==> config.mk <==
export PLATFORM = sky130hd
export DESIGN_NAME = mem_port_arb
export DESIGN_NICKNAME = d
export VERILOG_FILES = /design/src/rtl/mc_common_pkg.sv /design/src/rtl/llsc_resv_unit.sv /design/src/rtl/mem_port_arb.sv
export SDC_FILE = /design/constraint.sdc
export NUM_CORES = 1
export LEC_CHECK = 0
export ABC_CLOCK_PERIOD_IN_PS = 2850
export CORE_AREA = 4 4 144 112
export DETAILED_ROUTE_END_ITERATION = 10
export DIE_AREA = 0 0 148 116
export PLACE_DENSITY_LB_ADDON = 0.25
export SYNTH_ARGS = -nofsm -noshare
export SYNTH_HDL_FRONTEND = slang
export SYNTH_SLANG_ARGS = --single-unit
==> constraint.sdc <==
create_clock -name clk -period 2.85 [get_ports clk]
set_clock_uncertainty 0.15 [all_clocks]
set_input_delay 0.285 -clock clk [delete_from_list [all_inputs] [get_ports clk]]
set_output_delay 0.285 -clock clk [all_outputs]
set_load 0.02 [all_outputs]
==> src/rtl/mc_common_pkg.sv <==
// Shared memory-controller types: request/response buses, arbiter state,
// LL/SC reservation record and requester tag.
package mc_common_pkg;

   localparam int ADDR_W = 32;
   localparam int DATA_W = 32;

   typedef struct packed {
      logic              valid;
      logic              wr;
      logic              atomic;
      logic [ADDR_W-1:0] addr;
      logic [DATA_W-1:0] wdata;
   } mem_req_t;

   typedef struct packed {
      logic              valid;
      logic [DATA_W-1:0] rdata;
   } mem_resp_t;

   typedef enum logic [1:0] {
      IDLE,
      ISSUE,
      WAIT,
      FAILRSP
   } arb_state_e;

   typedef struct packed {
      logic              valid;
      logic [ADDR_W-1:0] addr;
   } resv_t;

   typedef enum logic {
      SRC_IF,
      SRC_D
   } src_e;

endpackage

==> src/rtl/llsc_resv_unit.sv <==
// Single LL/SC reservation: set by LL, cleared by any SC or by a plain write
// to the reserved word; reports whether an SC presented now would succeed.
module llsc_resv_unit
   import mc_common_pkg::*;
#(
   parameter int RESV_LSB = 2
) (
   input  logic              clk,
   input  logic              rst_n,
   input  logic              i_grant,
   input  logic [ADDR_W-1:0] i_addr,
   input  logic              i_wr,
   input  logic              i_atomic,
   output logic              o_sc_pass
);

   localparam logic [ADDR_W-1:0] RESV_MASK =
      ~((ADDR_W'(1) << RESV_LSB) - ADDR_W'(1));

   resv_t             r_resv;
   logic [ADDR_W-1:0] w_addr_m;
   logic              w_match;

   assign w_addr_m  = i_addr & RESV_MASK;
   assign w_match   = r_resv.valid && (r_resv.addr == w_addr_m);
   assign o_sc_pass = w_match;

   always_ff @(posedge clk or negedge rst_n) begin
      if (!rst_n) begin
         r_resv <= '0;
      end else if (i_grant) begin
         if (i_atomic && !i_wr) begin
            r_resv.valid <= 1'b1;
            r_resv.addr  <= w_addr_m;
         end else if (i_atomic || (i_wr && w_match)) begin
            // any SC, pass or fail, consumes the reservation
            r_resv.valid <= 1'b0;
         end
      end
   end

endmodule

==> src/rtl/mem_port_arb.sv <==
// Two-requester arbiter (ifetch / data) onto one memory port, one transaction
// in flight, data priority with ifetch anti-starvation, LL/SC on the data side.
module mem_port_arb
   import mc_common_pkg::*;
#(
   parameter int STARVE_MAX = 4,
   parameter int RESV_LSB   = 2
) (
   input  logic      clk,
   input  logic      rst_n,
   input  mem_req_t  if_req,
   output mem_resp_t if_resp,
   input  mem_req_t  d_req,
   output mem_resp_t d_resp,
   output mem_req_t  m_req,
   input  logic      m_ready,
   input  mem_resp_t m_resp
);

   localparam int             CW         = $clog2(STARVE_MAX + 1);
   localparam logic [CW-1:0]  STARVE_TOP = CW'(STARVE_MAX);

   arb_state_e    r_state;
   src_e          r_src;
   mem_req_t      r_req;
   logic          r_is_sc;
   logic [CW-1:0] r_starve_cnt;

   logic     w_if_wins;
   logic     w_d_grant;
   logic     w_is_sc;
   logic     w_sc_pass;
   mem_req_t w_d_fwd;

   assign w_if_wins = if_req.valid && (!d_req.valid || (r_starve_cnt == STARVE_TOP));
   assign w_d_grant = (r_state == IDLE) && d_req.valid && !w_if_wins;
   assign w_is_sc   = d_req.atomic && d_req.wr;

   // LL goes out as a plain read, a passing SC as a plain write
   always_comb begin
      w_d_fwd        = d_req;
      w_d_fwd.atomic = 1'b0;
   end

   llsc_resv_unit #(
      .RESV_LSB (RESV_LSB)
   ) u_resv (
      .clk       (clk),
      .rst_n     (rst_n),
      .i_grant   (w_d_grant),
      .i_addr    (d_req.addr),
      .i_wr      (d_req.wr),
      .i_atomic  (d_req.atomic),
      .o_sc_pass (w_sc_pass)
   );

   always_ff @(posedge clk or negedge rst_n) begin
      if (!rst_n) begin
         r_state      <= IDLE;
         r_src        <= SRC_IF;
         r_req        <= '0;
         r_is_sc      <= 1'b0;
         r_starve_cnt <= '0;
      end else begin
         case (r_state)
            IDLE: begin
               if (w_d_grant) begin
                  r_src   <= SRC_D;
                  r_req   <= w_d_fwd;
                  r_is_sc <= w_is_sc;
                  if (if_req.valid && (r_starve_cnt != STARVE_TOP))
                     r_starve_cnt <= r_starve_cnt + CW'(1);
                  r_state <= (w_is_sc && !w_sc_pass) ? FAILRSP : ISSUE;
               end else if (w_if_wins) begin
                  r_src        <= SRC_IF;
                  r_req        <= if_req;
                  r_is_sc      <= 1'b0;
                  r_starve_cnt <= '0;
                  r_state      <= ISSUE;
               end
            end
            ISSUE: begin
               if (m_ready) r_state <= WAIT;
            end
            WAIT: begin
               if (m_resp.valid) r_state <= IDLE;
            end
            FAILRSP: begin
               r_state <= IDLE;
            end
            default: begin
               r_state <= IDLE;
            end
         endcase
      end
   end

   assign m_req = (r_state == ISSUE) ? r_req : '0;

   always_comb begin
      if_resp = '0;
      d_resp  = '0;
      if ((r_state == WAIT) && m_resp.valid) begin
         if (r_src == SRC_IF) begin
            if_resp = m_resp;
         end else begin
            d_resp = m_resp;
            if (r_is_sc) d_resp.rdata = '0;
         end
      end else if (r_state == FAILRSP) begin
         d_resp.valid = 1'b1;
         d_resp.rdata = DATA_W'(1);
      end
   end

endmodule

# Yosys cells after proc, flatten, opt, wreduce, memory -nomap -nowiden
# Index checks and enable logic that the tools add are counted.
# totals
register_bits,105
inputBits,170
out_inout_bits,133
word_cells,69
# classes
n_reduce_logical,24
mux,23
eq_ne,10
add_sub_neg,1
# op_table
cell,count
two-way mux 67 bit,3
two-way mux 33 bit,5
two-way mux 32 bit,1
== test 30 bit,1
logical AND 1 bit,10
two-way mux 2 bit,5
two-way mux 3 bit,3
one-hot mux 2 bit (4 select lines),1
inequality test 2 bit (second input constant),3
AND reduction 2 bit,3
AND reduction 3 bit,2
two-way mux 1 bit,5
== test 2 bit (second input constant),2
zero test 1 bit,4
nonzero test 2 bit,2
adder 3 x 1 -> 3 bit (second input constant),1
== test 3 bit (second input constant),1
inequality test 3 x 2 -> 1 bit (second input constant),1
inequality test 3 bit (second input constant),1
== test 2 x 1 -> 1 bit (second input constant),1
zero test 2 bit,1
logical OR 1 bit,2

# Depth between registers and ports, before layout
# logic_depth
ltp_word,7
depth_mapped,9
mapped_depth_nobuf,7

# Cells and area by module
# A second synthesis with hierarchy kept.
# hier_totals
cells_unflattened,612
hier_area_um2,6351.1
# modules_own_cells
module,area_per_inst_um2,n_inst,cells_each,seq_area_each_um2
mem_port_arb,4862.2,1,503,1851.8
llsc_resv_unit,1488.9,1,109,775.7

# Worst setup path before layout
# No wires, ideal clock.
# synth_timing
kind,reg2out
startpoint,register r_state[1]
endpoint,output port d_resp[10] (netlist name)
path_buffers,1
required_time_ns,2.415
arrival_ns,1.549
stages_incl_launch_ff,5
setup_slack_ns,0.866
cell_sequence,dfrtp_1 > nand2_1 > nor4b_1 > clkbuf_1 > and2_1
# synth_lines
element,line_no,source
start: declaration,mem_port_arb.sv:23,arb_state_e r_state;
start signal: assignment,mem_port_arb.sv:73,r_state <= (w_is_sc && !w_sc_pass) ? FAILRSP : ISSUE;
end: declaration,mem_port_arb.sv:14,"output mem_resp_t d_resp,"

==> impl_results.md <==
- Status: completed
- Initial Utilization: 40.0%
- Final std cell area, no fill: 0.00952 mm²
- Pwr dens: 833 mW/mm²
- First-pass GRT wire length: 28800 µm
- Data arrival, critical path: 2.28 ns
- Skew-Pair Late Insertion Delay: 0.34 ns
- # diodes: 0
- Largest family of logic cells by synthesized area: simple AND/OR/NAND/NOR gates
- Initial drt markers: 246
- Reg clk slew, reported paths: 0.06 ns
- Sequential fraction of the synthesis area: 44.3%
- Commonest non-fill, non-tap cells in the layout: 299 x clkdlybuf4s50_1, 130 x and2_1, 104 x dfrtp_1
- Slew HR: 56.4%
- CTS max path bufs: 2
- H-Tree Depth: 3
- Number of I/O port buffers: 302
- Seq. cell area: 0.00263 mm²
- Fin. Hold Viols: 0
- Largest net degree at the start of global routing: 79
- WL per Instance: 17.3 µm
- Synth Register Bits: 105
- Compound-Gate Fraction of Synth Area: 7.17%
- Fill cell count: 1220
- Detailed-route DRC error count: 0
- Via-per-instance ratio: 4.79
- Slew Viols, Final: 0
- Leakage: 4.01 nW
- Minimum clock period: 2.72 ns
- Total die area: 0.0172 mm²
- RePlAce Congestion: 0.856
- Detail Placement HPWL: 15100 µm
- Synth Area in Adders: 0.422%
- Post-synth EDFFs: 0
- Multiplexer area fraction after synthesis: 18.5%
- Placement Setup Slack: 0.141 ns
- Simple-Gate Fraction of Synth Area: 21.3%
- Syn_nets: 763
- Worst-path fanout max: 38
- All-Layer GR Usage: 21.3%
- Syn Area/Cell: 10.0 µm²
- Crit share post-route: 95.3%
- Die Span X: 148 µm
- Grt total ovfl: 0
- Post-Synth XOR/XNOR Area: 4.43%
- CTS tree: built
- Post-route setup slack: 0.133 ns
- Syn Inst Count: 591
- Post-synth cell types: 33
- CTS sink count: 105
- Initial antenna violation count: 0
- HP Class: register to register
- Ports: 303
- Maximum VDD drop: 0.446 mV
- Max Cap Viol: 0
- Initial DRT Pass Iterations: 4
- Routed via count: 5202
- Critical path launch point type: register
- Die Y-Extent: 116 µm
- Ys Warns: 0
- Layout overhead on the synthesized area: 60.4%
- Antenna viol nets, final: 0
- Ys flop type: dfrtp_1
- Worst Max-Slew Pin Slew: 0.654 ns
- Achievable Freq: 368 MHz
- NumNets Final: 1048
- WP data required: 2.41 ns
- Core Box Area: 0.0148 mm²
- RSZ-0062 raised after global routing: no
- CP Capture Type: output port
- Multi-input logic area: 0.00311 mm²
- Fraction of registers with async set/reset: 100%
- Most common cell after layout, fill and taps aside: clkdlybuf4s50_1
- Cell area after synthesis: 0.00594 mm²
- Root buffer cell: clkbuf_16
- Vias in the first global route: 5346
- Post-CTS setup buffer count: 0
- WL final: 18800 µm
- Endpoints failing setup: 0
- Share of cells above drive strength 1: 7.95%
- Num CTS Buffers: 9
- Setup tns final: 0 ns
- Row count: 39
- Crit Path Class: register to output port
- Placed inst area: 0.00918 mm²
==> synthesized netlist by cell type (3+ instances only) <==
cell	number	share of area [%]
nand2_1	78	4.9
nor4_1	6	0.63
mux2_4	29	7.3
o21ai_0	72	6.1
and2_1	130	14
xnor2_1	7	1.0
nand4_1	4	0.42
nor3_1	3	0.25
buf_6	6	1.1
xor2_1	23	3.4
dfrtp_1	105	44
buf_2	9	0.76
mux2i_1	65	11
inv_1	5	0.32
clkbuf_1	25	1.6
a21oi_1	3	0.25
==> per-stage QoR <==
step,utilization (%),hold slack [ns],total power (W),instances
floorplan,-,-0.161,0.00501,591
global placement,61.9,0.200,0.00650,1069
detailed placement,61.9,0.209,0.00667,1069
CTS,64.2,0.323,0.00801,1086
global route,64.2,0.340,0.00849,1086
finish,64.2,0.316,0.00793,1086
==> final timing paths <==
check                                      from           endpoint  slack [ns]  cells past startpoint
worst min register to register        r_req[66]          r_req[66]        0.32                      1
min in group asynchronous                 rst_n          r_req[37]        0.35                      2
worst min-delay path                  r_req[66]          r_req[66]        0.32                      1
worst max-delay path                 r_state[0]           m_req[6]        0.13                      4
max in group asynchronous                 rst_n  u_resv.r_resv[16]        1.43                      3
worst max register to register  r_starve_cnt[0]  u_resv.r_resv[11]        0.52                      7
==> layer usage <==
metal	vias to the layer above	track usage (%)	wire, µm
met3	23	7.51	1580
met5	-	0	0
li1	2539	-	-
met1	2470	24.1	7250
met2	170	38.8	9640
met4	0	5.42	343
==> power breakdown <==
part,switching [W],internal (W),leakage (nW),total [W]
Sequential,0.000456,0.00221,1.29,0.00267
Clock,0.000570,0.000747,0.160,0.00132
Combinational,0.00195,0.00199,2.56,0.00394
==> kinds of logic (layout without fill, tap and decap cells) <==
| group | Yosys count | count (layout) |
|---|---|---|
| AOI/OAI and AO/OA | 81 | 81 |
| xor gates and xnor gates | 30 | 30 |
| adders and majority gates | 2 | 2 |
| buffers and inverters | 46 | 336 |
| DFF | 105 | 105 |
| muxes | 95 | 95 |
| and+or+nand+nor | 232 | 232 |
==> critical path, cell delays in order, from the launching register on <==
cell	delay [ns]
dfrtp_1	0.57
nor2b_4	0.22
buf_4	0.32
and2_1	0.18
clkdlybuf4s50_1	0.64
==> layout make-up <==
type	instances	area share, %
well taps	205	2.69
inverters	5	0.197
clock buffers	11	2.65
multi-input cells	440	32.7
flip-flops and latches	105	27.6
repair buffers	315	33.4
clock inverters	5	0.736
==> registers in the layout, summed over array words and instances, names as in the netlist <==
name           cells
r_starve_cnt       3
r_state            2
r_src              1
u_resv.r_resv     31
r_is_sc            1
r_req             67
==> repair_timing <==
action                                  CTS  global route
pin swaps                                 0             0
hold endpoints to repair                 48             0
endpoints found under the setup margin    4             2
hold buffers                              1             0
gates resized for setup                   1             1
Power figures use the tool's default switching activity.
